`src/rtl/cp0_exc_ctrl.sv`:
```
// CP0 exception/interrupt sequencer: prioritises MEM-stage events, drains the bus,
// commits exception state to CP0, then flushes and redirects IF. Optional counters: CP0_EXC_STAT_EN.
//
// state    | meaning
// ---------+----------------------------------------------------------
// S_IDLE   | watching MEM stage for an interrupt or exception flag
// S_DRAIN  | event latched, waiting for outstanding bus traffic to end
// S_COMMIT | single-cycle cp0_commit / cp0_eret pulse, redirect target latched
// S_REDIR  | holding redirect to IF until redir_ready_i
module cp0_exc_ctrl #(
    parameter logic [31:0] EXC_VEC_NORMAL = 32'h8000_0180,
    parameter logic [31:0] EXC_VEC_BOOT   = 32'hBFC0_0380
) (
    input  logic        clk,
    input  logic        rst,
    input  logic        mem_valid_i,
    input  logic [31:0] mem_pc_i,
    input  logic        mem_delay_slot_i,
    input  logic [31:0] mem_vaddr_i,
    input  logic [7:0]  exc_flags_i,
    input  logic [31:0] status_i,
    input  logic [7:0]  cause_ip_i,
    input  logic [31:0] epc_i,
    input  logic        bus_busy_i,
    output logic        cp0_commit_o,
    output logic        cp0_eret_o,
    output logic [4:0]  cp0_exc_code_o,
    output logic        cp0_epc_we_o,
    output logic [31:0] cp0_exc_pc_o,
    output logic        cp0_bd_o,
    output logic        cp0_badvaddr_we_o,
    output logic [31:0] cp0_badvaddr_o,
    output logic        flush_o,
    output logic        redir_valid_o,
    output logic [31:0] redir_pc_o,
    input  logic        redir_ready_i
`ifdef CP0_EXC_STAT_EN
    ,
    output logic [31:0] exc_count_o,
    output logic [31:0] eret_count_o
`endif
);

    typedef enum logic [1:0] {
        S_IDLE   = 2'd0,
        S_DRAIN  = 2'd1,
        S_COMMIT = 2'd2,
        S_REDIR  = 2'd3
    } state_t;

    localparam logic [4:0] EXC_INT  = 5'd0;
    localparam logic [4:0] EXC_ADEL = 5'd4;
    localparam logic [4:0] EXC_ADES = 5'd5;
    localparam logic [4:0] EXC_SYS  = 5'd8;
    localparam logic [4:0] EXC_BP   = 5'd9;
    localparam logic [4:0] EXC_RI   = 5'd10;
    localparam logic [4:0] EXC_OV   = 5'd12;

    state_t      state_q, state_d;
    logic [4:0]  code_q, code_d;
    logic        eret_q, eret_d;
    logic [31:0] exc_pc_q, exc_pc_d;
    logic        bd_q, bd_d;
    logic        epc_we_q, epc_we_d;
    logic        bv_we_q, bv_we_d;
    logic [31:0] bv_q, bv_d;
    logic [31:0] redir_pc_q, redir_pc_d;

    logic        irq;
    logic        detect;
    logic [4:0]  ev_code;
    logic        ev_eret;
    logic        ev_bv_we;
    logic [31:0] ev_bv;

    logic unused_status;
    assign unused_status = ^{status_i[31:23], status_i[21:16], status_i[7:2]};

    assign irq    = status_i[0] & ~status_i[1] & (|(cause_ip_i & status_i[15:8]));
    assign detect = (state_q == S_IDLE) & mem_valid_i & (irq | (|exc_flags_i));

    // Priority encoder; interrupts win over every synchronous exception.
    always_comb begin
        ev_code  = EXC_INT;
        ev_eret  = 1'b0;
        ev_bv_we = 1'b0;
        ev_bv    = 32'h0;
        if (irq) begin
            ev_code = EXC_INT;
        end else if (exc_flags_i[7]) begin
            ev_code  = EXC_ADEL;
            ev_bv_we = 1'b1;
            ev_bv    = mem_pc_i;
        end else if (exc_flags_i[6]) begin
            ev_code = EXC_RI;
        end else if (exc_flags_i[5]) begin
            ev_code = EXC_SYS;
        end else if (exc_flags_i[4]) begin
            ev_code = EXC_BP;
        end else if (exc_flags_i[3]) begin
            ev_eret = 1'b1;
        end else if (exc_flags_i[2]) begin
            ev_code = EXC_OV;
        end else if (exc_flags_i[1]) begin
            ev_code  = EXC_ADES;
            ev_bv_we = 1'b1;
            ev_bv    = mem_vaddr_i;
        end else if (exc_flags_i[0]) begin
            ev_code  = EXC_ADEL;
            ev_bv_we = 1'b1;
            ev_bv    = mem_vaddr_i;
        end
    end

    // Event record is captured only in the detect cycle; MEM inputs are ignored afterwards.
    always_comb begin
        code_d     = code_q;
        eret_d     = eret_q;
        exc_pc_d   = exc_pc_q;
        bd_d       = bd_q;
        epc_we_d   = epc_we_q;
        bv_we_d    = bv_we_q;
        bv_d       = bv_q;
        redir_pc_d = redir_pc_q;
        if (detect) begin
            code_d   = ev_code;
            eret_d   = ev_eret;
            exc_pc_d = mem_delay_slot_i ? (mem_pc_i - 32'd4) : mem_pc_i;
            bd_d     = mem_delay_slot_i;
            epc_we_d = ~status_i[1] & ~ev_eret;
            bv_we_d  = ev_bv_we;
            bv_d     = ev_bv;
        end
        // EPC is sampled late so an MTC0 EPC ahead of the eret is honoured.
        if (state_q == S_COMMIT) begin
            if (eret_q) begin
                redir_pc_d = epc_i;
            end else begin
                redir_pc_d = status_i[22] ? EXC_VEC_BOOT : EXC_VEC_NORMAL;
            end
        end
    end

    always_ff @(posedge clk or negedge rst) begin
        if (!rst) begin
            state_q    <= S_IDLE;
            code_q     <= 5'd0;
            eret_q     <= 1'b0;
            exc_pc_q   <= 32'h0;
            bd_q       <= 1'b0;
            epc_we_q   <= 1'b0;
            bv_we_q    <= 1'b0;
            bv_q       <= 32'h0;
            redir_pc_q <= 32'h0;
        end else begin
            state_q    <= state_d;
            code_q     <= code_d;
            eret_q     <= eret_d;
            exc_pc_q   <= exc_pc_d;
            bd_q       <= bd_d;
            epc_we_q   <= epc_we_d;
            bv_we_q    <= bv_we_d;
            bv_q       <= bv_d;
            redir_pc_q <= redir_pc_d;
        end
    end

    always_comb begin
        state_d       = state_q;
        cp0_commit_o  = 1'b0;
        cp0_eret_o    = 1'b0;
        flush_o       = 1'b0;
        redir_valid_o = 1'b0;
        case (state_q)
            S_IDLE: begin
                if (detect) begin
                    state_d = bus_busy_i ? S_DRAIN : S_COMMIT;
                end
            end
            S_DRAIN: begin
                flush_o = 1'b1;
                if (!bus_busy_i) begin
                    state_d = S_COMMIT;
                end
            end
            S_COMMIT: begin
                flush_o      = 1'b1;
                cp0_commit_o = ~eret_q;
                cp0_eret_o   = eret_q;
                state_d      = S_REDIR;
            end
            S_REDIR: begin
                flush_o       = 1'b1;
                redir_valid_o = 1'b1;
                if (redir_ready_i) begin
                    state_d = S_IDLE;
                end
            end
            default: begin
                state_d = S_IDLE;
            end
        endcase
    end

    assign cp0_exc_code_o    = code_q;
    assign cp0_epc_we_o      = epc_we_q;
    assign cp0_exc_pc_o      = exc_pc_q;
    assign cp0_bd_o          = bd_q;
    assign cp0_badvaddr_we_o = bv_we_q;
    assign cp0_badvaddr_o    = bv_q;
    assign redir_pc_o        = redir_pc_q;

`ifdef CP0_EXC_STAT_EN
    logic [31:0] exc_cnt_q, exc_cnt_d;
    logic [31:0] eret_cnt_q, eret_cnt_d;

    always_comb begin
        exc_cnt_d  = exc_cnt_q + {31'd0, cp0_commit_o};
        eret_cnt_d = eret_cnt_q + {31'd0, cp0_eret_o};
    end

    always_ff @(posedge clk or negedge rst) begin
        if (!rst) begin
            exc_cnt_q  <= 32'h0;
            eret_cnt_q <= 32'h0;
        end else begin
            exc_cnt_q  <= exc_cnt_d;
            eret_cnt_q <= eret_cnt_d;
        end
    end

    assign exc_count_o  = exc_cnt_q;
    assign eret_count_o = eret_cnt_q;
`endif

endmodule

```
`config.mk`:
```
export PLATFORM = sky130hd
export DESIGN_NAME = cp0_exc_ctrl
export DESIGN_NICKNAME = d
export VERILOG_FILES = /design/src/rtl/cp0_exc_ctrl.sv
export SDC_FILE = /design/constraint.sdc
export NUM_CORES = 1
export LEC_CHECK = 0
export BUFFER_PORTS_ARGS = -buffer_cell sky130_fd_sc_hd__buf_2
export CORE_MARGIN = 1
export CORE_UTILIZATION = 35
export DETAILED_ROUTE_END_ITERATION = 10
export GPL_ROUTABILITY_DRIVEN = 0
export GPL_TIMING_DRIVEN = 0
export SLEW_MARGIN = 20
export SYNTH_ARGS = -nofsm -noshare
export SYNTH_HDL_FRONTEND = slang
export SYNTH_SLANG_ARGS = --single-unit
```
`constraint.sdc`:
```
create_clock -name clk -period 2.8 [get_ports clk]
set_clock_uncertainty 0.2 [all_clocks]
set_input_delay 0.14 -clock clk [delete_from_list [all_inputs] [get_ports clk]]
set_output_delay 0.14 -clock clk [all_outputs]
set_load 0.02 [all_outputs]
```
==> key figures, run 1 <==
Worst setup path
  – Critical Path AT: ~2.8 ns
  – Worst setup EP type: flip-flop
  – Startpoint Class: input port
  – Worst-case reg-to-reg path depth: 9
  – Setup Crit Path Kind: in2reg
  – Critical Path RT: 2.89 ns
  – Crit-path max FO: 8

Drt
  – Residual DRC count: 0
  – DRT Pass-1 Iters: 5
  – Per-cell routed wire length: roughly 17 um
  – Final WL: ~18000 um
  – Antenna Nets Post-Route: 0
  – Vias per Instance: between 5 and 6
  – Vias: around 5500
  – Initial DRC Count: 224

Floorplanning
  – Full die area: around 16000 um^2
  – Die H: about 130 um
  – Row Count: between 40 and 50
  – Starting density of the core: 35.9%
  – Core area: 15300 um^2
  – Chip Width: about 130 um
  – I/O pin count: ~260

Placement
  – HPWL Detailed: approximately 13000 um
  – DP Worst Slack: 0.168 ns
  – Count of buffers from port buffering: around 230
  – Dpl cells: 982

Power
  – Static leakage: 3.63 nW
  – P per Cell Area: between 800 and 900 nW/um^2
  – Worst VDD drop: around 0.42 mV
  – Psw: about 0.0028 W
  – Seq pwr share: between 30% and 40%
  – Combinational power share: 45.5%
  – Power Total: between 0.006 and 0.007 W
  – Sw Share: about two fifths
  – Internal power: 0.00397 W
  – Clock group share of total power: between 15 and 20%

Timing
  – Final setup vio count: 0
  – Worst Tran Pin Value: approximately 0.7 ns
  – Max Slew Vio Count: 0
  – Unrepaired setup endpoints after global routing: no
  – Final Cycle Share: between 90 and 100%
  – Final Hold Fails: 0
  – Rel. slew slack: 52.7%
  – Fin crit period: ~2.7 ns
  – Worst Setup Slack, final: between 0.1 and 0.15 ns
  – Setup TNS: 0 ns
  – Fmax: about 0.38 GHz

Clock network
  – CTS tree: done
  – TritonCTS Sinks: between 100 and 150
  – CTS root buffer: clkbuf_16
  – CTS Buffer Depth: 2
  – CTS clk-pin slew, worst paths: roughly 0.070 ns
  – TritonCTS Buffers: 9
  – Worst skew pair latency: 0.35 ns
  – Post-CTS Setup Inserts: 0
  – Htree depth: 3

Synthesis
  – Syn_area_per_cell: a little over 10 um^2
  – Syn Inst Count: 537
  – Top cells by area, synth: dfrtp_1, o2bb2ai_1, a22oi_1, nor2b_1, o21ai_0
  – Cell taking the most area after synthesis: dfrtp_1
  – Synthesized cell area: ~5500 um^2
  – Ys flop type: dfrtp_1
  – Seq cells post-synth: approximately 110
  – Most frequent cells after synthesis: dfrtp_1, a22oi_1, nor2b_1, o2bb2ai_1, inv_1
  – Sequential cell area fraction in the yosys report: 48.4%
  – Synth async-reset ratio: 100%
  – Yosys warning total: 0
  – Number of enable flip-flop cells after synthesis: 0
  – Count leader, synth: dfrtp_1
  – Synth top area share: 48.4%
  – Synth cell types: 55
  – Syn Nets: between 600 and 700

Layout
  – Layout Cells excl Fill: approximately 1100
  – Fillers: between 1000 and 1500
  – Layout overhead on the synthesized area: 46.7%
  – Ant diodes: 0
  – Nets: roughly 1000
  – Layout cells sized above 1: 31.7%

Global routing
  – GRT Util Overall: a little under a quarter
  – Global route total overflow: 0
  – Largest net degree at the start of global routing: 63
  – Vias in the first global route: approximately 5500
  – First-pass GRT wire length: between 20000 and 30000 um
  – Initial antenna violation count: 0

Hold path
  – Hold crit path type: in2reg
  – Hold Path Stages: 4

Outcome
  – Outcome: completed

Run
  – Max Cap Viol: 0
==> worst max-delay path: stages <==
cell,delay (ns)
dlygate4sd3_1,0.53
buf_2,0.15
nor3_2,0.31
nand4_1,0.32
or4_1,0.55
a31oi_1,0.17
dlygate4sd3_1,0.57
==> cell families (layout without fill, tap and decap cells) <==
logic type	after synthesis	in the layout	share of synthesized area, %
compound gates	177	177	22.7
xor+xnor	12	12	1.92
fa+ha+maj	6	6	1.37
buf+inv	74	401	6.08
flops	106	106	48.4
mux	20	20	4.02
other cells	1	1	0.0685
simple gates	141	141	15.4
==> layout make-up <==
class                           count  area (um^2)  area share (%)
Tap cell                          211          264            3.29
Buffer                             42          213            2.65
Inverter                           32          120            1.50
Clock inverter                      1         8.76           0.109
Clock buffer                       13          270            3.36
Timing Repair Buffer              313         1990            24.8
Multi-Input combinational cell    357         2510            31.3
Sequential cell                   106         2650            33.0
==> state kept, by name, indices dropped and copies added (netlist names) <==
signal / count
cp0_bd_o: 1
cp0_epc_we_o: 1
state_q: 2
eret_q: 1
cp0_badvaddr_we_o: 1
redir_pc_o: 32
cp0_badvaddr_o: 32
cp0_exc_code_o: 4
cp0_exc_pc_o: 32
==> layout by cell type, fill, tap and decap left out, drive strengths merged, types with 2 or more instances in the layout <==
cell type    instances
or4                 13
nand2b               4
or4b                 2
nand2               11
mux2i                4
nand4b               2
and2                 2
xnor2                6
a22o                 2
mux2                16
a31oi               19
xor2                 6
o2bb2ai             34
nor2b               34
ha                   6
a22oi               36
a21o                 3
inv                 33
a211oi              18
a21oi               21
dlygate4sd3         79
clkbuf              43
dfrtp              106
nor2                22
o21ai               28
nand3               16
nor4                 4
nor3                 9
or3                 13
o31ai               10
buf                246
nand4                4
==> power by group through the flow <==
stage,registers [W],clock network [W],logic [W]
after floorplan,0.00315,0,0.00113
after global placement,0.00245,0,0.00294
after detailed placement,0.00247,0,0.00298
after CTS,0.00246,0.00126,0.00310
after global routing,0.00253,0.00131,0.00334
final,0.00246,0.00123,0.00308
==> routing by layer <==
| layer | vias to the layer above | part of all wire (%) | wire length (um) | global-route usage, % |
|---|---|---|---|---|
| met4 | 0 | 1.9 | 341 | 8.33 |
| met2 | 233 | 49 | 8820 | 40.5 |
| li1 | 2641 | - | - | - |
| met1 | 2631 | 42 | 7690 | 26.9 |
| met3 | 28 | 7.2 | 1310 | 4.90 |
| met5 | - | 0 | 0 | 0 |
==> repair_timing <==
action                                  CTS  global route
gates resized for setup                   0             3
endpoints found under the setup margin    0            21
hold buffers                             79             0
endpoints found under the hold margin   194             0
==> through the flow <==
stage	instance area (um^2)	utilization [%]	hold slack [ns]
finish	8030	52.6	0.00118
global route	8030	52.6	0.0271
CTS	8010	52.5	0.000573
detailed placement	6940	45.5	-0.101
global placement	6910	45.3	0.150
floorplan	5480	-	-0.356
==> path summary, 6_finish.rpt <==
check,from,end,slack (ns)
setup / recovery,mem_pc_i[14],cp0_exc_pc_o[20]$_DFFE_PN0P_,0.14
hold / removal,mem_vaddr_i[23],cp0_badvaddr_o[23]$_DFFE_PN0P_,0.001
setup reg to reg,state_q[0]$_DFFE_PN0P_,cp0_badvaddr_o[30]$_DFFE_PN0P_,0.22
hold reg to reg,cp0_exc_pc_o[8]$_DFFE_PN0P_,cp0_exc_pc_o[8]$_DFFE_PN0P_,0.28
max in group asynchronous,rst,cp0_exc_pc_o[5]$_DFFE_PN0P_,1.63
min in group asynchronous,rst,redir_pc_o[26]$_DFFE_PN0P_,0.10
Note: power is estimated with default switching activity, not from simulation.
==> run 2, diff against run 1 <==
Settings changed: CELL_PAD_IN_SITES_DETAIL_PLACEMENT from default to 1, CELL_PAD_IN_SITES_GLOBAL_PLACEMENT from default to 1, CORE_UTILIZATION 35 to 34, HOLD_SLACK_MARGIN from default to 0.15, PLACE_DENSITY_LB_ADDON from default to 0.1.
==> run 2 against run 1 <==
Final cell count grew 5.8%. Clock-buffer cell count down 3. First-iteration DRC count rose by 38%. Flip-flop and latch count unchanged. Largest cell class is now non-clock buffers. Largest power group unchanged.
==> key figures, run 2 (same netlist as run 1, synthesis figures left out) <==
Outcome
  – Outcome: completed

Worst setup path
  – Critical Path AT: 2.73 ns (-0.02 ns)
  – Worst setup EP type: flip-flop
  – Most used cell, CP: dlygate4sd3_1
  – Worst-case reg-to-reg path depth: 9 (unchanged)
  – Crit-path max FO: 5 (-3)
  – CP top delay family: buffers and inverters
  – Crit path max-delay cell type: dlygate4sd3_1
  – Setup slack, reg-to-reg: 0.18 ns (-0.04 ns)
  – FF-to-FF Start: state_q[0]$_DFFE_PN0P_
  – Crit path largest cell delay: 0.58 ns (about the same)
  – WP buf/inv: 3 (unchanged)
  – Crit path cell chain: dlygate4sd3_1 -> buf_2 -> or4_4 -> or3_2 -> o31ai_1 -> dlygate4sd3_1 -> a31oi_1
  – Critical Path RT: 2.80 ns (-0.09 ns)
  – Startpoint Class: input port
  – Setup Crit Path Kind: in2reg
  – FF-to-FF End: cp0_badvaddr_o[30]$_DFFE_PN0P_

Timing
  – Final setup vio count: 0 (unchanged)
  – Fin crit period: 2.73 ns (+0.0748 ns)
  – Setup TNS: 0 ns (unchanged)
  – Fmax: 0.366 GHz (-2.7%)
  – Final Hold Fails: 0 (unchanged)
  – Worst Tran Pin Value: 1.02 ns (+0.319 ns)
  – Max Slew Vio Count: 0 (unchanged)
  – Rel. slew slack: 31.6% (-21 points)
  – Final Cycle Share: 97.6% (+2.7 points)

Drt
  – Residual DRC count: 0 (unchanged)
  – Antenna Nets Post-Route: 0 (unchanged)
  – Final WL: 21800 um (+20%)
  – Initial DRC Count: 309 (+38%)
  – DRT Pass-1 Iters: 4 (-1)
  – Vias: 5918 (+7.0%)
  – Vias per Instance: 5.20 (+1.1%)
  – Per-cell routed wire length: 19.2 um (+14%)

Layout
  – Most frequent cells in the layout: buf_2, dlygate4sd3_1, dfrtp_1
  – Nets: 1072 (+5.4%)
  – Ant diodes: 0 (unchanged)
  – Layout overhead on the synthesized area: 57.4%
  – Commonest non-fill, non-tap cell in the layout: buf_2
  – Layout cells sized above 1: 30.2% (-1.5 points)
  – Final non-filler cell area: 8620 um^2 (+7.3%)

Placement
  – Area post-placement: 6950 um^2 (about the same)
  – HPWL Detailed: 14800 um (+12%)
  – Count of buffers from port buffering: 233 (unchanged)

Global routing
  – Initial antenna violation count: 0 (unchanged)
  – Global routing's busiest layer: met2
  – Met1 usage: 33.3% (+6.4 points)
  – Global route total overflow: 0 (unchanged)
  – Largest net degree at the start of global routing: 59 (-6.3%)
  – Grt met2 use: 47.6% (+7.1 points)
  – First-pass GRT wire length: 34100 um (+20%)
  – Met3 Resource Use GR: 3.91% (-0.99 points)
  – Vias in the first global route: 6399 (+16%)
  – GRT Util Overall: 26.7% (+4.0 points)

Clock network
  – CTS Buffer Depth: 2 (unchanged)
  – CTS root buffer: clkbuf_16
  – TritonCTS Sinks: 106 (unchanged)
  – Worst skew pair latency: 0.35 ns (about the same)
  – Htree depth: 3 (unchanged)
  – CTS clk-pin slew, worst paths: 0.07 ns (about the same)
  – CTS tree: done
  – TritonCTS Buffers: 9 (unchanged)

Floorplanning
  – I/O pin count: 258 (unchanged)
  – Die H: 129 um (+1.4%)
  – Starting density of the core: 34.6% (-1.3 points)
  – Row Count: 46 (+2.2%)
  – Core area: 15800 um^2 (+3.7%)
  – Chip Width: 129 um (+1.4%)
  – Full die area: 16600 um^2 (+2.9%)

Hold path
  – Hold Path Stages: 5 (+1)
  – Hold crit path type: in2reg
  – Min-delay src: mem_pc_i[3]
  – Worst Hold End: cp0_exc_pc_o[9]$_DFFE_PN0P_

Power
  – Static leakage: 3.89 nW (+7.2%)
  – P per Cell Area: 812 nW/um^2 (-3.6%)
  – Worst VDD drop: 0.475 mV (+14%)

Run
  – Max Cap Viol: 0 (unchanged)
-- run 2: worst max-delay path by stage --
stage / to / slack [ns] / from / depth (start not counted)
final: cp0_exc_pc_o[29]$_DFFE_PN0P_ / 0.07 / mem_pc_i[25] / 7
after global placement: cp0_badvaddr_o[23]$_DFFE_PN0P_ / 0.01 / exc_flags_i[6] / 6
after floorplan: cp0_exc_pc_o[11]$_DFFE_PN0P_ / 0.61 / state_q[0]$_DFFE_PN0P_ / 7
after CTS: cp0_exc_pc_o[20]$_DFFE_PN0P_ / 0.04 / mem_pc_i[17] / 7
after global routing: cp0_exc_pc_o[17]$_DFFE_PN0P_ / -0.03 / mem_pc_i[8] / 7
after detailed placement: cp0_badvaddr_o[23]$_DFFE_PN0P_ / -0.1 / exc_flags_i[6] / 6
-- run 2: area by class of cell --
| cell class | instances | area, um^2 |
|---|---|---|
| plain buffers | 42 | 213 |
| fillers | 1847 | 7210 |
| multi-input cells | 357 | 2510 |
| clock inverters | 6 | 50.0 |
| flip-flops and latches | 106 | 2650 |
| inverters | 32 | 120 |
| clock buffers | 10 | 239 |
| well taps | 216 | 270 |
| repair buffers | 368 | 2560 |
-- run 2: worst register-to-register path: stages, from the launching register on --
cell and delay, ns:
dfrtp_1 0.40, inv_1 0.12, ha_1 0.24, and2_1 0.18, o31a_1 0.14, buf_6 0.16, a21oi_2 0.38, buf_2 0.36
buf_4 0.24, o2bb2ai_1 0.13
-- run 2: metrics by stage --
step / cells / setup WS, ns / power (W) / utilization, % / hold slack (ns)
final: 1137 / 0.0686 / 0.00700 / 54.4 / 0.137
after global placement: 986 / 0.00980 / 0.00541 / 43.7 / 0.146
after global routing: 1137 / -0.0295 / 0.00742 / 54.4 / 0.184
after detailed placement: 987 / -0.0976 / 0.00552 / 43.9 / -0.0830
after CTS: 1138 / 0.0398 / 0.00702 / 54.4 / 0.152
after floorplan: 537 / 0.615 / 0.00428 / - / -0.356
-- run 2: timing repair --
action | CTS | global route
hold endpoints to repair | 211 | 0
hold buffers | 135 | 0
setup buffers | 0 | 0
gates resized for setup | 0 | 4
endpoints found under the setup margin | 0 | 7
-- run 2: power by group --
group,leakage [nW],internal [W],switching [W]
logic,2.43,0.00126,0.00202
registers,1.32,0.00212,0.000335
clock network,0.135,0.000637,0.000619
total,3.89,0.00402,0.00298
-- run 2: per-layer routing --
metal,routed length (um),share of wire (%)
met1,9400,43
met2,11000,50
met3,1060,4.9
met4,370,1.7
met5,0,0
